### src/rtl/demux_1x2_buf_if.sv
// demux_1x2_buf_if: stream bundle for the buffered 1-to-2 demultiplexer.
// Carries one 8-bit input stream (in/sel/in_valid/in_ready) and two
// 8-bit destination streams (outN/outN_valid/outN_ready).
//
// Handshake rule for every stream in this bundle: a word moves on a rising
// clock edge exactly when valid and ready are both high in the cycle before
// that edge. The producer holds data and valid stable until that happens.
// Ready may depend on the consumer's state but never on valid.
//
// master : the environment (drives the input stream, consumes the outputs)
// slave  : the demultiplexer itself
interface demux_1x2_buf_if;
    logic [7:0] in;
    logic       sel;
    logic       in_valid;
    logic       in_ready;
    logic [7:0] out0;
    logic       out0_valid;
    logic       out0_ready;
    logic [7:0] out1;
    logic       out1_valid;
    logic       out1_ready;

    modport master (
        output in,
        output sel,
        output in_valid,
        input  in_ready,
        input  out0,
        input  out0_valid,
        output out0_ready,
        input  out1,
        input  out1_valid,
        output out1_ready
    );

    modport slave (
        input  in,
        input  sel,
        input  in_valid,
        output in_ready,
        output out0,
        output out0_valid,
        input  out0_ready,
        output out1,
        output out1_valid,
        input  out1_ready
    );
endinterface

### src/rtl/demux_1x2_buf.sv
// demux_1x2_buf: buffered 1-to-2 demultiplexer for the 8-bit datapath.
// Each input word is steered by its sel bit into one of two one-entry
// holding registers. Each destination has its own EMPTY/FULL FSM, so a
// stalled destination only blocks words addressed to it.
//
// Optional feature: define DEMUX_COUNT_EN to add the cnt0/cnt1 ports,
// 8-bit wrapping counters of words delivered on each destination.
//
// dbg_full exposes the FSM states: bit n is 1 when destination n is FULL.
module demux_1x2_buf (
    input  logic             clk,
    input  logic             rst,
    demux_1x2_buf_if.slave   bus,
`ifdef DEMUX_COUNT_EN
    output logic [7:0]       cnt0,
    output logic [7:0]       cnt1,
`endif
    output logic [1:0]       dbg_full
);

    typedef enum logic {
        EMPTY = 1'b0,
        FULL  = 1'b1
    } slot_state_t;

    slot_state_t state0;
    slot_state_t state1;
    logic [7:0]  data0;
    logic [7:0]  data1;

    logic sel_ready;
    logic accept;
    logic accept0;
    logic accept1;
    logic deliver0;
    logic deliver1;

    // The selected slot can take a word if it is empty or is being drained
    // this very cycle; in_valid deliberately plays no part here.
    always_comb begin
        sel_ready = 1'b0;
        if (bus.sel) begin
            sel_ready = (state1 == EMPTY) || bus.out1_ready;
        end else begin
            sel_ready = (state0 == EMPTY) || bus.out0_ready;
        end
    end

    assign bus.in_ready = !rst && sel_ready;

    assign accept   = bus.in_valid && bus.in_ready;
    assign accept0  = accept && !bus.sel;
    assign accept1  = accept &&  bus.sel;
    assign deliver0 = (state0 == FULL) && bus.out0_ready;
    assign deliver1 = (state1 == FULL) && bus.out1_ready;

    // Destination 0 slot: load on accept, drop to EMPTY on a delivery that
    // is not refilled in the same cycle. The register keeps stale data
    // while EMPTY; consumers must ignore it then.
    always_ff @(posedge clk or posedge rst) begin
        if (rst) begin
            state0 <= EMPTY;
            data0  <= 8'h00;
        end else begin
            case (state0)
                EMPTY: begin
                    if (accept0) begin
                        state0 <= FULL;
                        data0  <= bus.in;
                    end
                end
                FULL: begin
                    // accept0 while FULL implies out0_ready, i.e. the old
                    // word leaves on the same edge the new one arrives.
                    if (accept0) begin
                        data0 <= bus.in;
                    end else if (deliver0) begin
                        state0 <= EMPTY;
                    end
                end
                default: begin
                    state0 <= EMPTY;
                end
            endcase
        end
    end

    // Destination 1 slot: same behaviour as destination 0.
    always_ff @(posedge clk or posedge rst) begin
        if (rst) begin
            state1 <= EMPTY;
            data1  <= 8'h00;
        end else begin
            case (state1)
                EMPTY: begin
                    if (accept1) begin
                        state1 <= FULL;
                        data1  <= bus.in;
                    end
                end
                FULL: begin
                    if (accept1) begin
                        data1 <= bus.in;
                    end else if (deliver1) begin
                        state1 <= EMPTY;
                    end
                end
                default: begin
                    state1 <= EMPTY;
                end
            endcase
        end
    end

    assign bus.out0       = data0;
    assign bus.out1       = data1;
    assign bus.out0_valid = (state0 == FULL);
    assign bus.out1_valid = (state1 == FULL);
    assign dbg_full       = {state1 == FULL, state0 == FULL};

`ifdef DEMUX_COUNT_EN
    // Delivered-word counters, wrapping naturally at 8 bits.
    always_ff @(posedge clk or posedge rst) begin
        if (rst) begin
            cnt0 <= 8'h00;
            cnt1 <= 8'h00;
        end else begin
            if (deliver0) begin
                cnt0 <= cnt0 + 8'd1;
            end
            if (deliver1) begin
                cnt1 <= cnt1 + 8'd1;
            end
        end
    end
`endif

endmodule
### src/flat_wrapper.sv
// flat-port wrapper written by rule: the top's interface ports become plain ports
module demux_1x2_buf_flat 
  (clk, rst, dbg_full, bus_in, bus_sel, bus_in_valid, bus_in_ready, bus_out0, bus_out0_valid, bus_out0_ready, bus_out1, bus_out1_valid, bus_out1_ready);
  demux_1x2_buf_if bus_i ();
  input  logic clk;
  input  logic rst;
  output logic [1:0] dbg_full;
  input wire logic [$bits(bus_i.in)-1:0] bus_in;
  input wire logic [$bits(bus_i.sel)-1:0] bus_sel;
  input wire logic [$bits(bus_i.in_valid)-1:0] bus_in_valid;
  output wire logic [$bits(bus_i.in_ready)-1:0] bus_in_ready;
  output wire logic [$bits(bus_i.out0)-1:0] bus_out0;
  output wire logic [$bits(bus_i.out0_valid)-1:0] bus_out0_valid;
  input wire logic [$bits(bus_i.out0_ready)-1:0] bus_out0_ready;
  output wire logic [$bits(bus_i.out1)-1:0] bus_out1;
  output wire logic [$bits(bus_i.out1_valid)-1:0] bus_out1_valid;
  input wire logic [$bits(bus_i.out1_ready)-1:0] bus_out1_ready;
  assign bus_i.in = bus_in;
  assign bus_i.sel = bus_sel;
  assign bus_i.in_valid = bus_in_valid;
  assign bus_in_ready = bus_i.in_ready;
  assign bus_out0 = bus_i.out0;
  assign bus_out0_valid = bus_i.out0_valid;
  assign bus_i.out0_ready = bus_out0_ready;
  assign bus_out1 = bus_i.out1;
  assign bus_out1_valid = bus_i.out1_valid;
  assign bus_i.out1_ready = bus_out1_ready;
  demux_1x2_buf u_core (.clk(clk), .rst(rst), .bus(bus_i), .dbg_full(dbg_full));
endmodule
### config.mk
export PLATFORM = sky130hd
export DESIGN_NAME = demux_1x2_buf_flat
export DESIGN_NICKNAME = d
export VERILOG_FILES = /design/src/rtl/demux_1x2_buf_if.sv /design/src/rtl/demux_1x2_buf.sv /design/src/flat_wrapper.sv
export SDC_FILE = /design/constraint.sdc
export NUM_CORES = 1
export LEC_CHECK = 0
export CAP_MARGIN = 20
export CORE_MARGIN = 2
export CORE_UTILIZATION = 42
export DETAILED_ROUTE_END_ITERATION = 10
export MAX_ROUTING_LAYER = met4
export PLACE_DENSITY = 0.83
export SYNTH_ARGS = -nofsm -noshare
export SYNTH_HDL_FRONTEND = slang
export SYNTH_SLANG_ARGS = --single-unit
### constraint.sdc
create_clock -name clk -period 2.5 [get_ports clk]
set_clock_uncertainty 0.05 [all_clocks]
set_input_delay 0.5 -clock clk [delete_from_list [all_inputs] [get_ports clk]]
set_output_delay 0.5 -clock clk [all_outputs]
set_load 0.1 [all_outputs]
==> results.yml, run 1 <==
detailed_routing:
  drc: 0
  drt_pass1_iterations: 3
  vias: 505
  drt-vias-per-instance: 4.63
  drt_iter0_drc: 1
  routedWlPerCell_um: 13.1
  ant_nets: 0
  finalWirelength_mm: 1.43
timing:
  min_period_over_period: 0.838
  fin_setup_tns_ps: 0
  max_slew_margin: 0.562
  fmax_ghz: 0.477
  rsz0062_at_grt: "no"
  setup_viol: 0
  tightestPinTransition_ps: 657
  final_hold_viol_count: 0
  finalMaxSlewViolations: 0
  holdWs_ps: 465
  min_period_ps: 2100
synth:
  synth.ff_latch_count: 18
  synth_top_area_cell: "dfrtp_1"
  synth_area_leaders: "dfrtp_1 59%, mux2_4 16%, mux2_2 12%"
  synthesis.nets: 62
  yosysWarnings: 0
  synth_cell_type_count: 14
  ys_seq_area_frac: 0.591
  synth_top_area_share: 0.591
  syn_area_per_cell_um2: 15.9
  synthCells: 48
  syn-cell-area_um2: 762
placed_design:
  gp_congestion: 0.660
  dp.final_hpwl_mm: 1.07
  dpl_cell_area_um2: 1080
  io_buffers: 34
floorplan:
  die_area_um2: 2170
  die_h_um: 46.6
  start_util: 0.446
  core_um2: 1710
  die_x_um: 46.6
  ios: 35
  rows: 15
clock_tree:
  cts.sinks: 18
  numCtsBuffers: 3
  cts_resized: 0
  postCtsHoldBufs: 0
  cts_tree: "yes"
  post_cts_buffers: 0
  clk_pin_slew_ps: 100
  clk_path_buf_depth: 2
  ctsHtreeMaxLevel: 1
  ctsRootBufferMaster: "clkbuf_4"
  clk_latency_ps: 290
power:
  p_leak_uw: 0.000539
  vdd_drop_max_mv: 0.540
  sequentialPowerShare: 0.307
  switching_power_uw: 637
  combPwrFrac: 0.549
  power_density_nw_per_um2: 1110
  p_int_uw: 598
  swShare: 0.516
  clockPowerShare: 0.144
worst_setup_path:
  crit_path_max_incr_delay_ps: 450
  cp-startpoint: "bus_out0_ready"
  r2r_start: "u_core.bus.out1_valid$_DFF_PP0_"
  worstSetupPathType: "in -> out"
  cp_top_family: "buffers and inverters"
  worstPathRequired_ps: 1950
  cp_slowest_cell: "clkdlybuf4s50_1"
  setup.worst_path.start_class: "primary input"
  crit_fanout: 3
  critPathBufInv: 2
  crit_arrival_ps: 1550
  endpoint_kind: "output port"
  path_cells: "clkdlybuf4s50_1 > nand2b_1 > mux2i_1 > nor2_2 > buf_12"
min_path:
  hold_path.class: "reg -> reg"
  holdCritStartpoint: "u_core.bus.out0[3]$_DFFE_PP0P_"
final_layout:
  drive_gt1_frac: 0.548
  fin_area_um2: 1110
  num_antenna_cells: 0
  layout_commonest_cell: "buf_4"
  mostFrequentLayoutCells: "21 x buf_4, 18 x dfrtp_1, 13 x clkdlybuf4s50_1, 8 x mux2_2, 8 x mux2_4"
  syn_to_final_growth_pct: 46.1
  fin_nets: 99
grt:
  grt-ovfl-total: 0
  grt_max_degree: 19
  antenna_found_initial: 0
  grt_usage: 0.151
  grt_pass1_vias: 481
  grt_pass1_wl_mm: 2.10
status:
  outcome: "finished, final reports clean"
job:
  drv_cap: 0
==> final cells by class <==
class | count | area, µm²
Sequential cell | 18 | 450
Timing Repair Buffer | 35 | 308
Tap cell | 25 | 31.3
Inverter | 1 | 3.75
Clock buffer | 4 | 36.3
Multi-Input combinational cell | 26 | 284
Fill cell | 140 | 594
==> worst reg2reg max path: cells and delay by family, from the launching register on <==
kind	cells	cell delay, ps
flip-flops	1	430
buffers and inverters	1	200
AND/OR/NAND/NOR	2	250
multiplexers	1	310
==> cells in the mapped netlist (all sizes together) <==
| master | n |
|---|---|
| mux2i | 1 |
| nor2b | 1 |
| nand3b | 1 |
| and3 | 1 |
| inv | 1 |
| buf | 3 |
| dfrtp | 18 |
| nand2b | 2 |
| mux2 | 16 |
| nor2 | 1 |
| nand2 | 3 |
==> cells by family after synthesis <==
group | after synthesis | share of synthesized area
multiplexers | 17 | 0.289
buffers and inverters | 4 | 0.0394
AND/OR/NAND/NOR | 9 | 0.0805
flip-flops | 18 | 0.591
==> registers in the layout (all words and copies together), names as in the netlist <==
| signal | cells |
|---|---|
| u_core.bus.out0 | 8 |
| u_core.bus.out1_valid | 1 |
| u_core.bus.out0_valid | 1 |
| u_core.bus.out1 | 8 |
==> worst paths after layout <==
check / to / slack (ps) / cells past startpoint
setup / recovery: bus_in_ready / 400 / 5
hold / removal: u_core.bus.out0[3]$_DFFE_PP0P_ / 470 / 1
setup reg to reg: u_core.bus.out1[0]$_DFFE_PP0P_ / 1160 / 4
hold reg to reg: u_core.bus.out0[3]$_DFFE_PP0P_ / 470 / 1
max in group asynchronous: u_core.bus.out0[4]$_DFFE_PP0P_ / 1320 / 2
min in group asynchronous: u_core.bus.out1[7]$_DFFE_PP0P_ / 660 / 2
==> power by group through the flow <==
stage / clock [µW] / sequential (µW) / combinational [µW]
after global routing: 197 / 386 / 697
after global placement: 0 / 384 / 678
after CTS: 184 / 379 / 681
after floorplan: 0 / 805 / 117
after detailed placement: 0 / 385 / 681
final: 178 / 379 / 678
==> layer usage <==
layer	up-vias	track usage	wire length, µm
met1	249	0.172	613
met3	0	0.0510	102
met5	-	-	0
met2	21	0.236	715
met4	0	0.0686	0
li1	235	-	-
==> stage by stage <==
stage                      util  power [µW]  instances  setup WS (ps)
after floorplan               -         923         48           44.0
after global routing      0.652        1280        109            370
final                     0.652        1230        109            405
after CTS                 0.652        1250        109            402
after global placement    0.631        1060        105            448
after detailed placement  0.631        1070        105            399
No activity file was read; power rests on OpenSTA's default activity.
==> run 2, diff against run 1 <==
--- a/config.mk
+++ b/config.mk
@@ -7,10 +7,10 @@
 export LEC_CHECK = 0
 export CAP_MARGIN = 20
 export CORE_MARGIN = 2
-export CORE_UTILIZATION = 42
+export CORE_UTILIZATION = 36
 export DETAILED_ROUTE_END_ITERATION = 10
 export MAX_ROUTING_LAYER = met4
-export PLACE_DENSITY = 0.83
+export PLACE_DENSITY = 0.76
 export SYNTH_ARGS = -nofsm -noshare
 export SYNTH_HDL_FRONTEND = slang
 export SYNTH_SLANG_ARGS = --single-unit
==> constraint.sdc (replaced) <==
create_clock -name clk -period 1.9 [get_ports clk]
set_clock_uncertainty 0.05 [all_clocks]
set_input_delay 0.38 -clock clk [delete_from_list [all_inputs] [get_ports clk]]
set_output_delay 0.38 -clock clk [all_outputs]
set_load 0.1 [all_outputs]
==> run 2 against run 1 <==
  * Cell area up 27%
  * Critical path depth unchanged
  * Hold slack worse by 73 ps
  * Global-route usage up 1.0 points
  * Combinational power up 64%
  * Non-clock buffer count up 2
  * Register-to-register slack worse by 660 ps
  * Utilization up 6.2 points
  * Wire length up 25%
  * Critical path type unchanged
  * Largest power group unchanged
  * Highest routed layer is now met4
==> results.yml, run 2 (synthesized netlist as in run 1, its figures left out) <==
floorplan:
  core_um2: 1980
  die_x_um: 50.0
  start_util: 0.384
  die_h_um: 50.0
  die_area_um2: 2500
  ios: 35
  rows: 16
placed_design:
  io_buffers: 34
  gp_congestion: 0.648
  dpl_cell_area_um2: 1370
  dp.final_hpwl_mm: 1.40
  pre_cts_ws_ps: 27.0
power:
  p_int_uw: 995
  clockPowerShare: 0.122
  sequentialPowerShare: 0.291
  p_leak_uw: 0.000649
  combPwrFrac: 0.587
  vdd_drop_max_mv: 1.01
  swShare: 0.473
  power.total_uw: 1890
  switching_power_uw: 893
  power_density_nw_per_um2: 1330
detailed_routing:
  vias: 514
  drt-vias-per-instance: 4.55
  drt_iter0_drc: 0
  finalWirelength_mm: 1.79
  drc: 0
  drt_pass1_iterations: 1
  ant_nets: 0
  routedWlPerCell_um: 15.8
timing:
  final_hold_viol_count: 0
  fmax_ghz: 0.545
  fin_setup_tns_ps: 0
  setup_slack_ps: 64.4
  finalMaxSlewViolations: 0
  rsz0062_at_grt: "no"
  min_period_over_period: 0.966
  tightestPinTransition_ps: 331
  min_period_ps: 1840
  max_slew_margin: 0.779
  setup_viol: 0
worst_setup_path:
  cp_top_family: "buffers and inverters"
  worstPathRequired_ps: 1470
  path_cells: "clkdlybuf4s50_1 > nand2b_4 > mux2i_2 > nor2_4 > buf_12"
  setup.worst_path.start_class: "primary input"
  crit_arrival_ps: 1410
  crit_fanout: 3
  worstSetupPathType: "in -> out"
  endpoint_kind: "output port"
  crit_path_max_incr_delay_ps: 410
  cp_slowest_cell: "clkdlybuf4s50_1"
  critPathBufInv: 2
clock_tree:
  cts_tree: "yes"
  cts_resized: 0
  clk_path_buf_depth: 2
  post_cts_buffers: 0
  clk_latency_ps: 290
  postCtsHoldBufs: 0
  cts.sinks: 18
  ctsHtreeMaxLevel: 1
  clk_pin_slew_ps: 100
  ctsRootBufferMaster: "clkbuf_4"
  numCtsBuffers: 3
final_layout:
  syn_to_final_growth_pct: 85.7
  mostFrequentLayoutCells: "22 x buf_12, 16 x dfrtp_1, 12 x clkdlybuf4s50_1, 8 x mux2_2, 8 x mux2_4"
  fin_nets: 101
  drive_gt1_frac: 0.605
  fill_cells: 120
  layout_commonest_cell: "buf_12"
  fin_area_um2: 1420
  num_antenna_cells: 0
grt:
  grt-ovfl-total: 0
  grt_max_degree: 11
  antenna_found_initial: 0
  grt_usage: 0.161
  grt_pass1_vias: 581
  grt_pass1_wl_mm: 2.81
min_path:
  hold_path.class: "in -> reg"
job:
  drv_cap: 0
status:
  outcome: "finished, final reports clean"
run 2: worst min-delay path: stages:
cell and delay (ps):
dlymetal6s2s_1 170, nand2_1 90, nand2_1 60
run 2: through the flow:
stage | hold WS, ps | instances | util
2_1_floorplan | 268 | 48 | -
3_3_place_gp | 506 | 109 | 0.689
3_5_place_dp | 511 | 109 | 0.689
4_1_cts | 484 | 113 | 0.707
5_1_grt | 398 | 113 | 0.714
6_report | 392 | 113 | 0.714
run 2: final timing paths:
kind	startpoint	endpoint	slack [ps]	depth (start not counted)
worst max-delay path	bus_out0_ready	bus_in_ready	60	5
min in group asynchronous	rst	u_core.bus.out1[1]$_DFFE_PP0P_	500	3
worst min register to register	u_core.bus.out0[1]$_DFFE_PP0P_	u_core.bus.out0[1]$_DFFE_PP0P_	530	1
worst max register to register	u_core.bus.out1_valid$_DFF_PP0_	u_core.bus.out1[5]$_DFFE_PP0P_	500	4
max in group asynchronous	rst	u_core.bus.out1_valid$_DFF_PP0_	840	4
worst min-delay path	bus_sel	u_core.bus.out1_valid$_DFF_PP0_	390	3
run 2: area by class of cell:
| type | count | area [µm²] | area share |
|---|---|---|---|
| Clock buffer | 4 | 36.3 | 0.0256 |
| Multi-Input combinational cell | 26 | 300 | 0.212 |
| Sequential cell | 18 | 453 | 0.320 |
| Inverter | 1 | 3.75 | 0.00265 |
| Tap cell | 27 | 33.8 | 0.0239 |
| Timing Repair Buffer | 37 | 588 | 0.416 |
run 2: routing by layer:
| layer | global-route usage | share of wire | vias up |
|---|---|---|---|
| li1 | - | - | 237 |
| met1 | 0.164 | 0.35 | 251 |
| met2 | 0.287 | 0.59 | 22 |
| met3 | 0.0303 | 0.040 | 4 |
| met4 | 0.0833 | 0.022 | 0 |
| met5 | - | 0 | - |
run 2: power groups by stage:
stage,sequential (µW),clock (µW),combinational (µW)
final,550,231,1110
after global routing,559,253,1130
after CTS,550,239,1110
after detailed placement,556,0,1110
after global placement,552,0,1100
after floorplan,1060,0,155
==> run 3, diff against run 2 <==
--- a/config.mk
+++ b/config.mk
@@ -7,10 +7,10 @@
 export LEC_CHECK = 0
 export CAP_MARGIN = 20
 export CORE_MARGIN = 2
-export CORE_UTILIZATION = 36
+export CORE_UTILIZATION = 34
 export DETAILED_ROUTE_END_ITERATION = 10
 export MAX_ROUTING_LAYER = met4
-export PLACE_DENSITY = 0.76
+export PLACE_DENSITY = 0.73
 export SYNTH_ARGS = -nofsm -noshare
 export SYNTH_HDL_FRONTEND = slang
 export SYNTH_SLANG_ARGS = --single-unit
==> run 3 against run 2 <==
  * Cell area decreased by 0.18%
  * Utilization fell by 6.3 points
  * First-iteration DRC count rose by 1
  * Maximum frequency is 0.55% lower
  * Register-to-register slack hardly changed
  * Sequential power decreased by 0.9%
  * Critical path depth is the same
  * Die area grew 5.4%
  * Clock power about the same
  * Combinational power barely moved
  * Non-clock buffer count unchanged
  * Largest cell class unchanged
==> results.yml, run 3 (synthesized netlist as in run 1, its figures left out) <==
status:
  outcome: "finished, final reports clean"
timing:
  fmax_ghz: 0.542
  max_slew_margin: 0.785
  final_hold_viol_count: 0
  rsz0062_at_grt: "no"
  tightestPinTransition_ps: 322
  min_period_ps: 1850
  setup_slack_ps: 54.3
  min_period_over_period: 0.971
  setup_viol: 0
  finalMaxSlewViolations: 0
floorplan:
  core_um2: 2170
  ios: 35
  die_x_um: 51.3
  die_h_um: 51.3
  start_util: 0.351
  die_area_um2: 2640
  rows: 17
worst_setup_path:
  setup.worst_path.start_class: "primary input"
  cp_slowest_cell: "clkdlybuf4s50_1"
  worstPathRequired_ps: 1470
  worstSetupPathType: "in -> out"
  crit_fanout: 3
  critPathBufInv: 2
  crit_path_max_incr_delay_ps: 410
  path_cells: "clkdlybuf4s50_1 > nand2b_4 > mux2i_2 > nor2_4 > buf_12"
  endpoint_kind: "output port"
  crit_arrival_ps: 1420
  r2r_start: "u_core.bus.out1_valid$_DFF_PP0_"
  cp-startpoint: "bus_out0_ready"
  cp_top_family: "buffers and inverters"
final_layout:
  fill_cells: 163
  regArea_um2: 453
  mostFrequentLayoutCells: "22 x buf_12, 16 x dfrtp_1, 12 x clkdlybuf4s50_1, 8 x mux2_2, 8 x mux2_4"
  syn_to_final_growth_pct: 85.4
  layout_commonest_cell: "buf_12"
  layout.cells.non_filler: 114
  fin_nets: 101
  post-route-util: 0.651
  num_antenna_cells: 0
  drive_gt1_frac: 0.605
  multiInputGateArea_um2: 300
clock_tree:
  clk_path_buf_depth: 2
  clk_latency_ps: 290
  ctsHtreeMaxLevel: 1
  ctsRootBufferMaster: "clkbuf_4"
  numCtsBuffers: 3
  clk_pin_slew_ps: 100
  cts_tree: "yes"
  cts.sinks: 18
  postCtsHoldBufs: 0
grt:
  grt_pass1_vias: 602
  grt_busiest_layer: "met2"
  grt_usage: 0.155
  grt_pass1_wl_mm: 2.88
  grt-ovfl-total: 0
  grt_max_degree: 11
  met3_usage: 0.0497
  antenna_found_initial: 0
  met2_usage: 0.240
  grt.met1_usage: 0.183
placed_design:
  io_buffers: 34
  gp_congestion: 0.670
  place_inst: 110
  dp.final_hpwl_mm: 1.32
  pre_cts_ws_ps: -15.0
power:
  power.total_uw: 1880
  power_density_nw_per_um2: 1330
  vdd_drop_max_mv: 0.636
  p_int_uw: 995
  sequentialPowerShare: 0.289
  combPwrFrac: 0.588
  clockPowerShare: 0.123
  switching_power_uw: 890
  swShare: 0.472
  p_leak_uw: 0.000641
detailed_routing:
  drt_iter0_drc: 1
  drt-vias-per-instance: 4.49
  finalWirelength_mm: 1.70
  vias: 512
  drc: 0
  ant_nets: 0
  drt_pass1_iterations: 2
  routedWlPerCell_um: 14.9
job:
  drv_cap: 0
min_path:
  hold_path.class: "in -> async"
==> run 3: final timing paths <==
path                                                   endpoint  slack, ps  cells past startpoint
worst max-delay path                               bus_in_ready         50                      5
worst min-delay path             u_core.bus.out1[6]$_DFFE_PP0P_        470                      3
worst max register to register   u_core.bus.out1[2]$_DFFE_PP0P_        500                      4
worst min register to register   u_core.bus.out0[5]$_DFFE_PP0P_        530                      1
max in group asynchronous        u_core.bus.out1[1]$_DFFE_PP0P_        890                      4
min in group clk                u_core.bus.out1_valid$_DFF_PP0_        480                      3
==> run 3: worst min-delay path, cell delays in order <==
cell	delay (ps)
clkdlybuf4s50_1	430
buf_4	160
inv_1	250
==> run 3: power groups by stage <==
stage               clock [µW]  combinational (µW)  sequential [µW]
floorplan                    0                 155             1060
global placement             0                1100              549
detailed placement           0                1110              554
CTS                        242                1110              547
global route               251                1130              554
finish                     232                1110              545
==> run 3: cell type report <==
type	instances	area share
Clock buffer	4	0.0257
Multi-Input combinational cell	26	0.213
Inverter	1	0.00266
Timing Repair Buffer	37	0.414
Sequential cell	18	0.321
Tap cell	28	0.0248
==> run 3: per-stage QoR <==
step	hold slack [ps]	TNS, ps	area, µm²
floorplan	268	0	772
global placement	506	0	1370
detailed placement	511	-15.0	1370
CTS	461	0	1410
global route	497	0	1410
finish	469	0	1410
==> run 3: timing repair <==
item | in CTS | in global routing
setup endpoints to repair | 1 | 0
hold endpoints to repair | 0 | 0
gates resized for setup | 3 | 0
setup buffers | 0 | 0
==> run 3: routing by layer <==
metal / share of wire / up-vias
met2: 0.49 / 24
met1: 0.39 / 249
met3: 0.094 / 4
li1: - / 235
met5: 0 / -
met4: 0.018 / 0
